**src/rtl/mult_div_unit.sv**
```systemverilog
// Iterative 32-bit multiply/divide unit: one bit per cycle, signed ops via magnitudes.
// Define MULT_DIV_UNIT_DIV_EN to build the restoring divider; otherwise divide ops finish at once with zeros.
//
// state | meaning
// IDLE  | waiting for start; operands captured on accept
// RUN   | 32 iterations of shift-add / shift-subtract
// DONE  | one-cycle completion pulse, hi/lo valid
module mult_div_unit #(
  parameter int WIDTH = 32
) (
  input  logic             clk,
  input  logic             rst_n,
  input  logic             start,
  input  logic [1:0]       op,
  input  logic [WIDTH-1:0] a,
  input  logic [WIDTH-1:0] b,
  output logic             busy,
  output logic             done,
  output logic [WIDTH-1:0] hi,
  output logic [WIDTH-1:0] lo,
  output logic             div_by_zero
);

  localparam int CW = $clog2(WIDTH);

  typedef enum logic [1:0] {IDLE = 2'd0, RUN = 2'd1, DONE = 2'd2} state_t;

  state_t               state, state_nxt;
  logic [CW-1:0]        cnt;
  logic [2*WIDTH-1:0]   work, work_nxt, prod_res;
  logic [WIDTH-1:0]     a_mag, b_mag, b_mag_r, hi_r, lo_r;
  logic [WIDTH:0]       add_sum;
  logic                 neg_q;

`ifdef MULT_DIV_UNIT_DIV_EN
  logic                 is_div, neg_r, dbz_r, ge;
  logic [WIDTH-1:0]     a_r, diff, quo_res, rem_res;
  logic [WIDTH:0]       part;
`endif

  assign a_mag = (op[0] && a[WIDTH-1]) ? -a : a;
  assign b_mag = (op[0] && b[WIDTH-1]) ? -b : b;

  always_ff @(posedge clk or negedge rst_n) begin
    if (!rst_n) state <= IDLE;
    else        state <= state_nxt;
  end

  always_comb begin
    state_nxt = state;
    case (state)
      IDLE: begin
        if (start) begin
`ifdef MULT_DIV_UNIT_DIV_EN
          state_nxt = RUN;
`else
          state_nxt = op[1] ? DONE : RUN;
`endif
        end
      end
      RUN:     if (cnt == '0) state_nxt = DONE;
      DONE:    state_nxt = IDLE;
      default: state_nxt = IDLE;
    endcase
  end

  // Upper half accumulates the product / holds the remainder; lower half shifts the multiplier / quotient.
  always_comb begin
    add_sum  = {1'b0, work[2*WIDTH-1:WIDTH]} + (work[0] ? {1'b0, b_mag_r} : '0);
    work_nxt = {add_sum, work[WIDTH-1:1]};
`ifdef MULT_DIV_UNIT_DIV_EN
    part = work[2*WIDTH-1:WIDTH-1];
    ge   = part >= {1'b0, b_mag_r};
    diff = part[WIDTH-1:0] - b_mag_r;
    if (is_div) work_nxt = ge ? {diff, work[WIDTH-2:0], 1'b1} : {work[2*WIDTH-2:0], 1'b0};
`endif
  end

  assign prod_res = neg_q ? -work_nxt : work_nxt;

`ifdef MULT_DIV_UNIT_DIV_EN
  assign quo_res = neg_q ? -work_nxt[WIDTH-1:0] : work_nxt[WIDTH-1:0];
  assign rem_res = neg_r ? -work_nxt[2*WIDTH-1:WIDTH] : work_nxt[2*WIDTH-1:WIDTH];
`endif

  always_ff @(posedge clk or negedge rst_n) begin
    if (!rst_n) begin
      cnt     <= '0;
      work    <= '0;
      b_mag_r <= '0;
      neg_q   <= 1'b0;
      hi_r    <= '0;
      lo_r    <= '0;
`ifdef MULT_DIV_UNIT_DIV_EN
      is_div  <= 1'b0;
      neg_r   <= 1'b0;
      a_r     <= '0;
      dbz_r   <= 1'b0;
`endif
    end else begin
      case (state)
        IDLE: begin
          if (start) begin
            work    <= {{WIDTH{1'b0}}, a_mag};
            b_mag_r <= b_mag;
            cnt     <= CW'(WIDTH - 1);
            neg_q   <= op[0] & (a[WIDTH-1] ^ b[WIDTH-1]);
`ifdef MULT_DIV_UNIT_DIV_EN
            is_div  <= op[1];
            neg_r   <= op[0] & a[WIDTH-1];
            a_r     <= a;
`else
            if (op[1]) begin
              hi_r <= '0;
              lo_r <= '0;
            end
`endif
          end
        end
        RUN: begin
          work <= work_nxt;
          cnt  <= cnt - 1'b1;
          if (cnt == '0) begin
`ifdef MULT_DIV_UNIT_DIV_EN
            if (is_div) begin
              // Magnitude of zero only arises from a zero divisor.
              if (b_mag_r == '0) begin
                hi_r  <= a_r;
                lo_r  <= '1;
                dbz_r <= 1'b1;
              end else begin
                hi_r  <= rem_res;
                lo_r  <= quo_res;
                dbz_r <= 1'b0;
              end
            end else begin
              {hi_r, lo_r} <= prod_res;
              dbz_r        <= 1'b0;
            end
`else
            {hi_r, lo_r} <= prod_res;
`endif
          end
        end
        default: ;
      endcase
    end
  end

  assign busy = (state == RUN);
  assign done = (state == DONE);
  assign hi   = hi_r;
  assign lo   = lo_r;
`ifdef MULT_DIV_UNIT_DIV_EN
  assign div_by_zero = dbz_r & done;
`else
  assign div_by_zero = 1'b0;
`endif

endmodule

```
**config.mk**
```make
export PLATFORM = sky130hd
export DESIGN_NAME = mult_div_unit
export DESIGN_NICKNAME = d
export VERILOG_FILES = /design/src/rtl/mult_div_unit.sv
export SDC_FILE = /design/constraint.sdc
export NUM_CORES = 1
export LEC_CHECK = 0
export ABC_AREA = 0
export BUFFER_PORTS_ARGS = -buffer_cell sky130_fd_sc_hd__buf_2
export CORE_UTILIZATION = 50
export DETAILED_ROUTE_END_ITERATION = 10
export MAX_ROUTING_LAYER = met4
export PLACE_DENSITY = 0.77
export SLEW_MARGIN = 20
export SYNTH_ARGS = -nofsm -noshare
export SYNTH_HDL_FRONTEND = slang
export SYNTH_SLANG_ARGS = --single-unit
```
**constraint.sdc**
```tcl
create_clock -name clk -period 4.6 [get_ports clk]
set_clock_uncertainty 0.2 [all_clocks]
set_input_delay 0.46 -clock clk [delete_from_list [all_inputs] [get_ports clk]]
set_output_delay 0.46 -clock clk [all_outputs]
set_load 0.02 [all_outputs]
```
; Yosys cells after proc, flatten, opt, wreduce, memory -nomap -nowiden
; Index checks and enable logic that the tools add are counted.
[totals]
register_bits = 168
wordCells = 46
output_inout_bits = 67
[op_classes]
addsub = 5
n_reduce_logical = 9
eq_ne = 5
bitwise_logic = 2
mux = 18
[op_table]
columns = cell, n
row1 = $mux 32, 7
row2 = $mux 64, 2
row3 = $pmux 32 s2, 2
row4 = $pmux 64 s2, 1
row5 = $neg 32->32, 2
row6 = $neg 64->64, 1
row7 = $add 32x32->33, 1
row8 = $pmux 5 s2, 1
row9 = $mux 2, 3
row10 = $reduce_and 2->1, 3
row11 = $logic_not 5->1, 1
row12 = $mux 5, 1
row13 = $sub 5x1->5 const B, 1
row14 = $ne 2x2->1 const B, 2
row15 = $pmux 2 s2, 1
row16 = $reduce_and 4->1, 1
row17 = $eq 2x1->1 const B, 1
row18 = $eq 2x2->1 const B, 1
row19 = $logic_and 1x1->1, 2
row20 = $logic_not 2->1, 1
row21 = $ne 2x1->1 const B, 1
row22 = $reduce_bool 2->1, 1
row23 = $and 1x1->1, 1
row24 = $xor 1x1->1, 1

; Depth between registers and ports, before layout
; Gate-level depths: netlist of the first run.
[depth]
ltp_word = 6
depth_mapped = 14
mapped_depth_nobuf = 13

; Worst setup path before layout of the first run
; No wires, ideal clock.
[synth_path]
path_type = register -> register
startpoint = register work[0]
endpoint = register hi_r[28], in the netlist hi[28]
setup_slack_ps = 476
path_buffers = 1
setup_time_ps = 64
arrival_time_ps = 3860
stages_incl_launch_ff = 15
period_less_slack_ps = 4124
path_cell_list = dfrtp_1 > clkbuf_1 > and2_1 > ha_1 > fa_1 > a211oi_1 > o211ai_1 > a21oi_1 > xor2_1 > nand4_1 > nor4b_4 > nand2_2 > or4_1 > o21ai_0 > a21o_1
[synth_between]
elab_chain_len = 6
[synth_rtl]
columns = item, line
row1 = from (decl), 30  ; logic [2*WIDTH-1:0] work, work_nxt, prod_res;
row2 = from (signal assigned), 104  ; work <= {{WIDTH{1'b0}}, a_mag};
row3 = from (signal assigned), 121  ; work <= work_nxt;
row4 = $mux 32 (*), 69  ; add_sum = {1'b0, work[2*WIDTH-1:WIDTH]} + (work[0] ? {1'b0, b_mag_r} : '0);
row5 = $add 32x32->33 (*), 69
row6 = $neg 64->64, 79  ; assign prod_res = neg_q ? -work_nxt : work_nxt;
row7 = $mux 64 (*), 79
row8 = $mux 32 (*), 123  ; if (cnt == '0) begin
row9 = $pmux 32 s2 (*), 101  ; case (state)
row10 = to (signal assigned), 141  ; {hi_r, lo_r} <= prod_res;
row11 = to (decl), 31  ; logic [WIDTH-1:0] a_mag, b_mag, b_mag_r, hi_r, lo_r;
; Mark *: on every way between the ends. The rest lies on a longest branch, timed or not. The select of a mux whose other input is x is not followed.
; A chain may end at the register's enable or synchronous reset.

; Worst setup path after layout of the first run
[layout_path]
startpoint = register work[0]
endpoint = register hi_r[31], in the netlist hi[31]
; The elaborated chain is that of the path after synthesis.

==> results.yml, run 1 <==
status:
  outcome: "finished clean"
routing:
  vias: 10253
  drc_errors: 0
  wl_mm: 30.3
  dr.pass1.iters: 5
  drt_iter0_markers: 806
  routed_wire_length_per_instance_um: 17.7
  ant_nets: 0
  avgViaCountPerCell: 5.98
sta:
  hold_violations: 0
  fin_crit_ns: 4.30
  setup_viol: 0
  relSlewSlack_pct: 26.2
  tightest_slew_ns: 1.09
  grt_setup_unrepaired: "false"
  finalWorstSetupSlack_ns: 0.298
  setup_tns_ns: 0
  fmax_mhz: 232
  drv_slew: 0
  holdWs_ns: 0.0693
  min_period_over_period_pct: 93.5
floorplanning:
  die_x_um: 151
  die_h_um: 151
  pin_count: 136
  num_rows: 54
  coreArea_um2: 21800
  start_util_pct: 51.0
  die_area_um2: 22800
clock_tree:
  cts.sinks: 168
  clock_path_buffers: 2
  clock_latency_ns: 0.44
  path_clk_slew_ns: 0.07
  cts_root_buffer: "clkbuf_16"
  cts_buffers: 17
  cts_tree: "built"
  cts_setup_buffers: 0
  cts_max_level: 4
global_route:
  grt_max_degree: 124
  grt_pass1_wl_mm: 48.0
  globalRoute.totalOverflow: 0
  grt.total_usage_pct: 27.9
  grt_pass1_vias: 9139
  grt_antenna_before_repair: 1
yosys:
  synthArstFlopShare_pct: 100
  yosys_warnings: 0
  synth_edf_count: 0
  ys_types: 72
  yosysSeqAreaShare_pct: 37.9
  synth.avg_cell_area_um2: 8.43
  netlist_area_um2: 11100
  synthFlopType: "dfrtp_1"
  synth_cells: 1316
  synth_seq_cells: 168
  synth_nets: 1423
cells_and_area:
  layout_commonest_cell: "o21ai_0"
  drive_above_1_share_pct: 15.6
  nNetsFinal: 1528
  final_cell_mix: "o21ai_0 (199), nand2_1 (180), dfrtp_1 (168)"
  synthToLayoutAreaGrowth_pct: 14.7
  fin_cells: 1715
  fillers: 1974
worst_setup_path:
  cp.arrival_ns: 4.47
  reg2reg_from: "work[0]"
  cp-startpoint: "work[0]"
  cp-end-kind: "flip-flop"
  worst-r2r-setup-slack_ns: 0.30
  worstRegToRegCells: 13
  path_class: "flip-flop to flip-flop"
  required_ns: 4.76
  r2r-end: "hi[31]"
  crit_path_max_fanout: 32
  startpoint_type: "flip-flop"
power_and_ir_drop:
  vdd_drop_max_uv: 347
  power_mw: 7.98
  powerDensity_nw_per_um2: 627
  leakage_nw: 5.66
min_path:
  hold_end: "state[0]"
  hold_path_depth: 2
  min_path_type: "input port to flip-flop"
  min_from: "op[1]"
placement:
  dpl_worst_slack_ns: 0.144
  hpwlAfterDp_mm: 22.2
  place.gp.congestion: 0.946
  dp.cells: 1681
  io_buffer_count: 134
run:
  max_cap_violations: 0
worst max-delay path, cell delays in order, from the launching register on:
cell and delay [ns]:
dfrtp_1 0.39, buf_4 0.22, and2_1 0.17, ha_1 0.41, nand4_1 0.18, or3_1 0.42
o221a_2 0.30, o31ai_1 0.31, xor2_1 0.24, a2111oi_0 0.37, nand4_1 0.25, o41a_1 0.48
xor2_1 0.15, o21ai_0 0.13
kinds of logic (layout without fill, tap and decap cells):
logic type	after synthesis	after routing	share of synthesized area, %
XOR/XNOR	138	138	10.9
buffers and inverters	101	219	3.45
flip-flops	168	168	37.9
other	1	2	0.0338
multiplexers	7	7	0.654
AO/OA/AOI/OAI	429	429	23.2
AND/OR/NAND/NOR	434	434	19.5
adder cells (fa/ha/maj)	38	38	4.36
where the power goes:
group / leakage, nW / internal, mW / switching (mW) / total [mW]
clock network: 0.288 / 0.736 / 0.722 / 1.46
registers: 2.19 / 1.90 / 0.437 / 2.33
logic: 3.18 / 1.55 / 2.63 / 4.18
stage by stage:
| stage | cell area [µm²] | util [%] |
|---|---|---|
| after CTS | 12700 | 58.3 |
| after floorplan | 11100 | - |
| after global placement | 12100 | 55.4 |
| after detailed placement | 12100 | 55.4 |
| after global routing | 12700 | 58.5 |
| final | 12700 | 58.5 |
what timing repair did:
item,4_1_cts,5_1_grt
resized for setup,0,10
endpoints found under the hold margin,101,0
hold buffers,1,0
setup endpoints to repair,0,5
state kept, by name, indices dropped and copies added (netlist names):
name and cells:
lo 32, work 64, hi 32, b_mag_r 32, state 2, cnt 5, neg_q 1
layout make-up:
class                      instances  area [µm²]  area share (%)
antenna                            1        2.50          0.0197
clock buffer                      17         425            3.34
clock inverter                    15         176            1.39
inverter                          26        97.6           0.767
multi-input combinational       1047        6570            51.7
sequential                       168        4200            33.0
tap                              280         350            2.75
timing repair buffer             161         895            7.03
Yosys cell counts, types with 33 or more instances:
cell        n  area (µm²)
nand2_1   181         679
o21ai_0   201        1010
dfrtp_1   168        4200
clkbuf_1   70         263
and2_1     45         282
xnor2_1    61         534
a22oi_1    33         248
a21oi_1    71         355
nor2_1     51         191
ha_1       37         463
nand3_1    46         230
xor2_1     77         674
metal layers:
layer  up-vias  part of all wire (%)  wire (µm)  global-route usage (%)
li1       4935                     -          -                       -
met1      4928                    50      15200                    42.8
met2       361                    42      12900                    38.5
met3        29                   6.3       1910                    3.25
met4         0                   1.2        361                    6.95
met5         -                     0          0                       -
how the worst max path moves through the flow:
stage	to	slack, ns	cells past startpoint
detailed placement	hi[29]	0.14	13
global placement	hi[29]	0.31	13
finish	hi[31]	0.30	13
global route	hi[29]	0.07	13
CTS	hi[29]	0.06	13
floorplan	hi[28]	0.48	14
No activity file was read; power rests on OpenSTA's default activity.
==> run 2: changes to the inputs <==
CORE_MARGIN = 2   (was default)
REMOVE_ABC_BUFFERS = 1   (was default)
==> run 2 against run 1 <==
  * Non-clock buffer count unchanged
  * Sequential share of layout area up 0.10 points
  * Register-to-register slack worse by 0.02 ns
  * First-iteration DRC count down 7.9%
  * Utilization down 0.36 points
  * Total power down 1.8%
  * Combinational power down 1%
  * Fmax down 0.49%
  * Final cell count about the same
  * Flip-flop and latch count unchanged
  * Die area up 2.7%
  * Largest power group unchanged
==> results.yml, run 2 (synthesis results as in run 1) <==
sta:
  tightest_slew_ns: 1.04
  fin_crit_ns: 4.32
  drv_slew: 0
  hold_violations: 0
  grt_setup_unrepaired: "false"
  setup_viol: 0
  min_period_over_period_pct: 94.0
  fmax_mhz: 231
  relSlewSlack_pct: 30.8
floorplanning:
  num_rows: 54
  die_h_um: 153
  die_area_um2: 23400
  start_util_pct: 50.8
  die_x_um: 153
  coreArea_um2: 21800
  pin_count: 136
run:
  max_cap_violations: 0
cells_and_area:
  nNetsFinal: 1528
  fin_area_um2: 12700
  fin_cells: 1716
  final_cell_mix: "o21ai_0 (201), nand2_1 (180), dfrtp_1 (168)"
  synthToLayoutAreaGrowth_pct: 14.4
  layout_commonest_cell: "o21ai_0"
  top_register: "work"
  drive_above_1_share_pct: 15.4
  largest_register_ffs: 64
worst_setup_path:
  max_stage_delay_ns: 0.52
  path_class: "flip-flop to flip-flop"
  cp.arrival_ns: 4.50
  crit_path_max_fanout: 10
  cp-end-kind: "flip-flop"
  cpMaxStageDelayCell: "or4_1"
  crit_path_cell_trace: "and2_1 > ha_1 > fa_1 > a211oi_2 > buf_4 > o21a_1 > o311ai_0 > a22oi_1 > nand4_1 > nor4b_4 > nand2_2 > or4_1 > o21ai_0 > a21o_1"
  startpoint_type: "flip-flop"
  required_ns: 4.78
routing:
  ant_nets: 0
  avgViaCountPerCell: 5.98
  wl_mm: 30.5
  drc_errors: 0
  dr.pass1.iters: 5
  routed_wire_length_per_instance_um: 17.8
  vias: 10255
  drt_iter0_markers: 742
placement:
  hpwlAfterDp_mm: 22.3
  placed_area_um2: 12100
  io_buffer_count: 134
  dp.cells: 1681
  place.gp.congestion: 0.959
clock_tree:
  path_clk_slew_ns: 0.07
  cts_root_buffer: "clkbuf_16"
  clock_latency_ns: 0.44
  cts_buffers: 17
  cts_tree: "built"
  cts.sinks: 168
  clock_path_buffers: 2
  cts_max_level: 4
power_and_ir_drop:
  powerDensity_nw_per_um2: 617
  leakage_nw: 5.65
  vdd_drop_max_uv: 314
global_route:
  grt_max_degree: 96
  grt_pass1_wl_mm: 50.4
  grt_antenna_before_repair: 2
  grt.total_usage_pct: 27.2
  globalRoute.totalOverflow: 0
  grt_pass1_vias: 9981
status:
  outcome: "finished clean"
min_path:
  min_path_type: "input port to flip-flop"
## run 2: path summary, 6_finish.rpt
| kind | depth (start not counted) | to | slack, ns | start |
|---|---|---|---|---|
| setup / recovery | 14 | hi[28] | 0.28 | work[0] |
| hold / removal | 2 | state[0] | 0.09 | op[1] |
| setup reg to reg | 14 | hi[28] | 0.28 | work[0] |
| hold reg to reg | 2 | b_mag_r[31] | 0.27 | b_mag_r[31] |
| max in group asynchronous | 3 | work[16] | 2.81 | rst_n |
| min in group asynchronous | 2 | b_mag_r[21] | 0.50 | rst_n |
## run 2: where the power goes
| part | switching (mW) | total (mW) | internal (mW) |
|---|---|---|---|
| logic | 2.57 | 4.12 | 1.55 |
| registers | 0.391 | 2.29 | 1.90 |
| clock network | 0.654 | 1.42 | 0.763 |
## run 2: cell type report
cell class,instances,area [µm²]
clock inverter,13,135
multi-input combinational,1047,6560
fill,1957,9140
clock buffer,19,433
tap,280,350
timing repair buffer,161,898
antenna,2,5.00
inverter,26,97.6
sequential,168,4200
## run 2: critical path: cells and delay by family (launching register included)
family,cells,cell delay [ns]
compound gates,6,1.28
fa+ha+maj,2,0.66
buf+inv,1,0.16
flops,1,0.46
simple gates,5,1.49
## run 2: repair_timing
action | in CTS | in global routing
hold buffers | 1 | 0
gates resized for setup | 0 | 9
setup buffers | 0 | 0
hold endpoints to repair | 94 | 0
setup endpoints to repair | 0 | 6
## run 2: layer usage
metal | track usage, % | share of wire, %
met1 | 35.7 | 45
met3 | 3.43 | 5.3
met4 | 12.3 | 3.8
met5 | - | 0
met2 | 42.3 | 46
## run 2: per-stage QoR
stage	utilization [%]	worst slack, ns	power [mW]	setup TNS (ns)	hold WS (ns)
after floorplan	-	-1.30	5.06	-70.19	-0.0356
after global placement	55.3	0.330	6.24	0	0.255
after detailed placement	55.3	0.243	6.31	0	0.256
after CTS	57.9	0.235	7.75	0	0.0781
after global routing	58.1	0.0128	8.42	0	0.0907
final	58.1	0.277	7.83	0	0.0901
==> run 3: changes to the inputs <==
RECOVER_POWER = 50   (was default)
==> run 3 against run 2 <==
  * The flow now finishes with violations (capacitance limit, slew limit)
  * Wire length is 0.14% lower
  * First-iteration DRC count is 3.2% higher
  * Fmax hardly changed
  * Critical endpoint unchanged
==> results.yml, run 3 (synthesis results as in run 1) <==
global_route:
  use_met2_pct: 42.3
  grt.total_usage_pct: 27.2
  grt_pass1_wl_mm: 50.4
  globalRoute.totalOverflow: 0
  grt_pass1_vias: 9981
  met3_usage_pct: 3.43
  grt_max_degree: 96
  grt_antenna_before_repair: 2
  busiest_layer: "met2"
  grtUsageMet1_pct: 35.7
cells_and_area:
  largest_register_ffs: 64
  final_cell_mix: "o21ai_0 (201), nand2_1 (180), dfrtp_1 (168)"
  layout_commonest_cell: "o21ai_0"
  seq_area_um2: 4200
  synthToLayoutAreaGrowth_pct: 13.5
  multi_input_area_um2: 6560
  nNetsFinal: 1528
  drive_above_1_share_pct: 10.9
  fillers: 1982
  top_register: "work"
worst_setup_path:
  required_ns: 4.77
  critPathBufInv: 1
  crit_path_cell_trace: "buf_6 > and2_1 > ha_1 > a21oi_1 > o21ai_0 > or4_1 > o221ai_1 > o211ai_1 > nor4b_4 > nand2_2 > or4_1 > o21ai_0 > a21o_1"
  cpLargestDelayFamily: "simple AND/OR/NAND/NOR gates"
  cp.arrival_ns: 4.50
  reg2reg_from: "work[0]"
  r2r-end: "hi[28]"
  worst-r2r-setup-slack_ns: 0.28
  cp-end-kind: "flip-flop"
  max_stage_delay_ns: 0.52
  path_class: "flip-flop to flip-flop"
  worstRegToRegCells: 13
  cpMaxStageDelayCell: "or4_1"
  startpoint_type: "flip-flop"
  crit_path_max_fanout: 24
sta:
  setup_tns_ns: 0
  min_period_over_period_pct: 94.0
  fin_crit_ns: 4.32
  setup_viol: 0
  fmax_mhz: 231
  relSlewSlack_pct: -57.5
  tightest_slew_ns: 2.36
  grt_setup_unrepaired: "false"
  hold_violations: 0
  finalWorstSetupSlack_ns: 0.277
  drv_slew: 96
clock_tree:
  path_clk_slew_ns: 0.07
  cts_max_level: 4
  cts.sinks: 168
  clock_latency_ns: 0.44
  cts_tree: "built"
  clock_path_buffers: 2
  cts_root_buffer: "clkbuf_16"
  cts_buffers: 17
floorplanning:
  die_h_um: 153
  pin_count: 136
  die_x_um: 153
  num_rows: 54
  coreArea_um2: 21800
  start_util_pct: 50.8
  die_area_um2: 23400
power_and_ir_drop:
  leakage_nw: 5.35
  pwr-share-clk_pct: 18.1
  powerDensity_nw_per_um2: 621
  swShare_pct: 46.2
  vdd_drop_max_uv: 312
  pwr-share-comb_pct: 52.6
  p_switching_mw: 3.61
  p_seq_share_pct: 29.3
  intPower_mw: 4.21
routing:
  drt_iter0_markers: 766
  avgViaCountPerCell: 5.97
  wl_mm: 30.5
  dr.pass1.iters: 5
  vias: 10251
  routed_wire_length_per_instance_um: 17.7
  ant_nets: 0
  drc_errors: 0
run:
  max_cap_violations: 1
min_path:
  min_from: "b[31]"
  hold_end: "b_mag_r[31]"
  min_path_type: "input port to flip-flop"
  hold_path_depth: 3
placement:
  hpwlAfterDp_mm: 22.3
  place.gp.congestion: 0.959
  io_buffer_count: 134
  dpl_worst_slack_ns: 0.243
status:
  outcome: "finished, violations left"
  violations: "capacitance limit, slew limit"
run 3: power groups by stage:
stage                     clock, mW  sequential, mW  combinational, mW
final                          1.41            2.29               4.11
after global routing           1.48            2.35               4.58
after detailed placement          0            2.30               4.01
after floorplan                   0            2.25               2.81
after global placement            0            2.29               3.95
after CTS                      1.43            2.28               4.04
run 3: what timing repair did:
item | 4_1_cts | 5_1_grt
buffers inserted | 0 | 0
setup endpoints to repair | 0 | 6
hold buffers | 1 | 0
resized for setup | 0 | 9
endpoints found under the hold margin | 94 | 0
run 3: tightest hold or removal path: cells and delay by family:
kind                   cells  cell delay [ns]
AND/OR/NAND/NOR            2             0.11
buffers and inverters      1             0.12
run 3: how the worst max path moves through the flow:
stage / startpoint / endpoint / cells after the start
detailed placement: work[0] / hi[31] / 13
floorplan: state[1] / lo[0] / 5
global route: work[0] / hi[28] / 13
finish: work[0] / hi[28] / 13
CTS: work[0] / hi[31] / 13
global placement: work[0] / hi[31] / 13
run 3: layout make-up:
cell class	count	area share [%]
antenna	2	0.0398
clock buffer	19	3.44
clock inverter	13	1.07
inverter	26	0.776
multi-input combinational	1047	52.1
sequential	168	33.4
tap	280	2.78
timing repair buffer	161	6.34
run 3: layer usage:
layer / vias up / wire length, µm
met1: 4886 / 13700
met3: 75 / 1600
met2: 355 / 14000
li1: 4935 / -
met4: 0 / 1180
met5: - / 0
run 3: stage by stage:
stage          instances  area (µm²)  hold slack [ns]  power, mW  util (%)
3_5_place_dp        1681       12100            0.256       6.31      55.3
6_report            1716       12600           0.0893       7.82      57.7
3_3_place_gp        1681       12100            0.255       6.24      55.3
2_1_floorplan       1241       10800          -0.0356       5.06         -
5_1_grt             1716       12600           0.0907       8.41      57.7
4_1_cts             1714       12600           0.0781       7.75      57.9
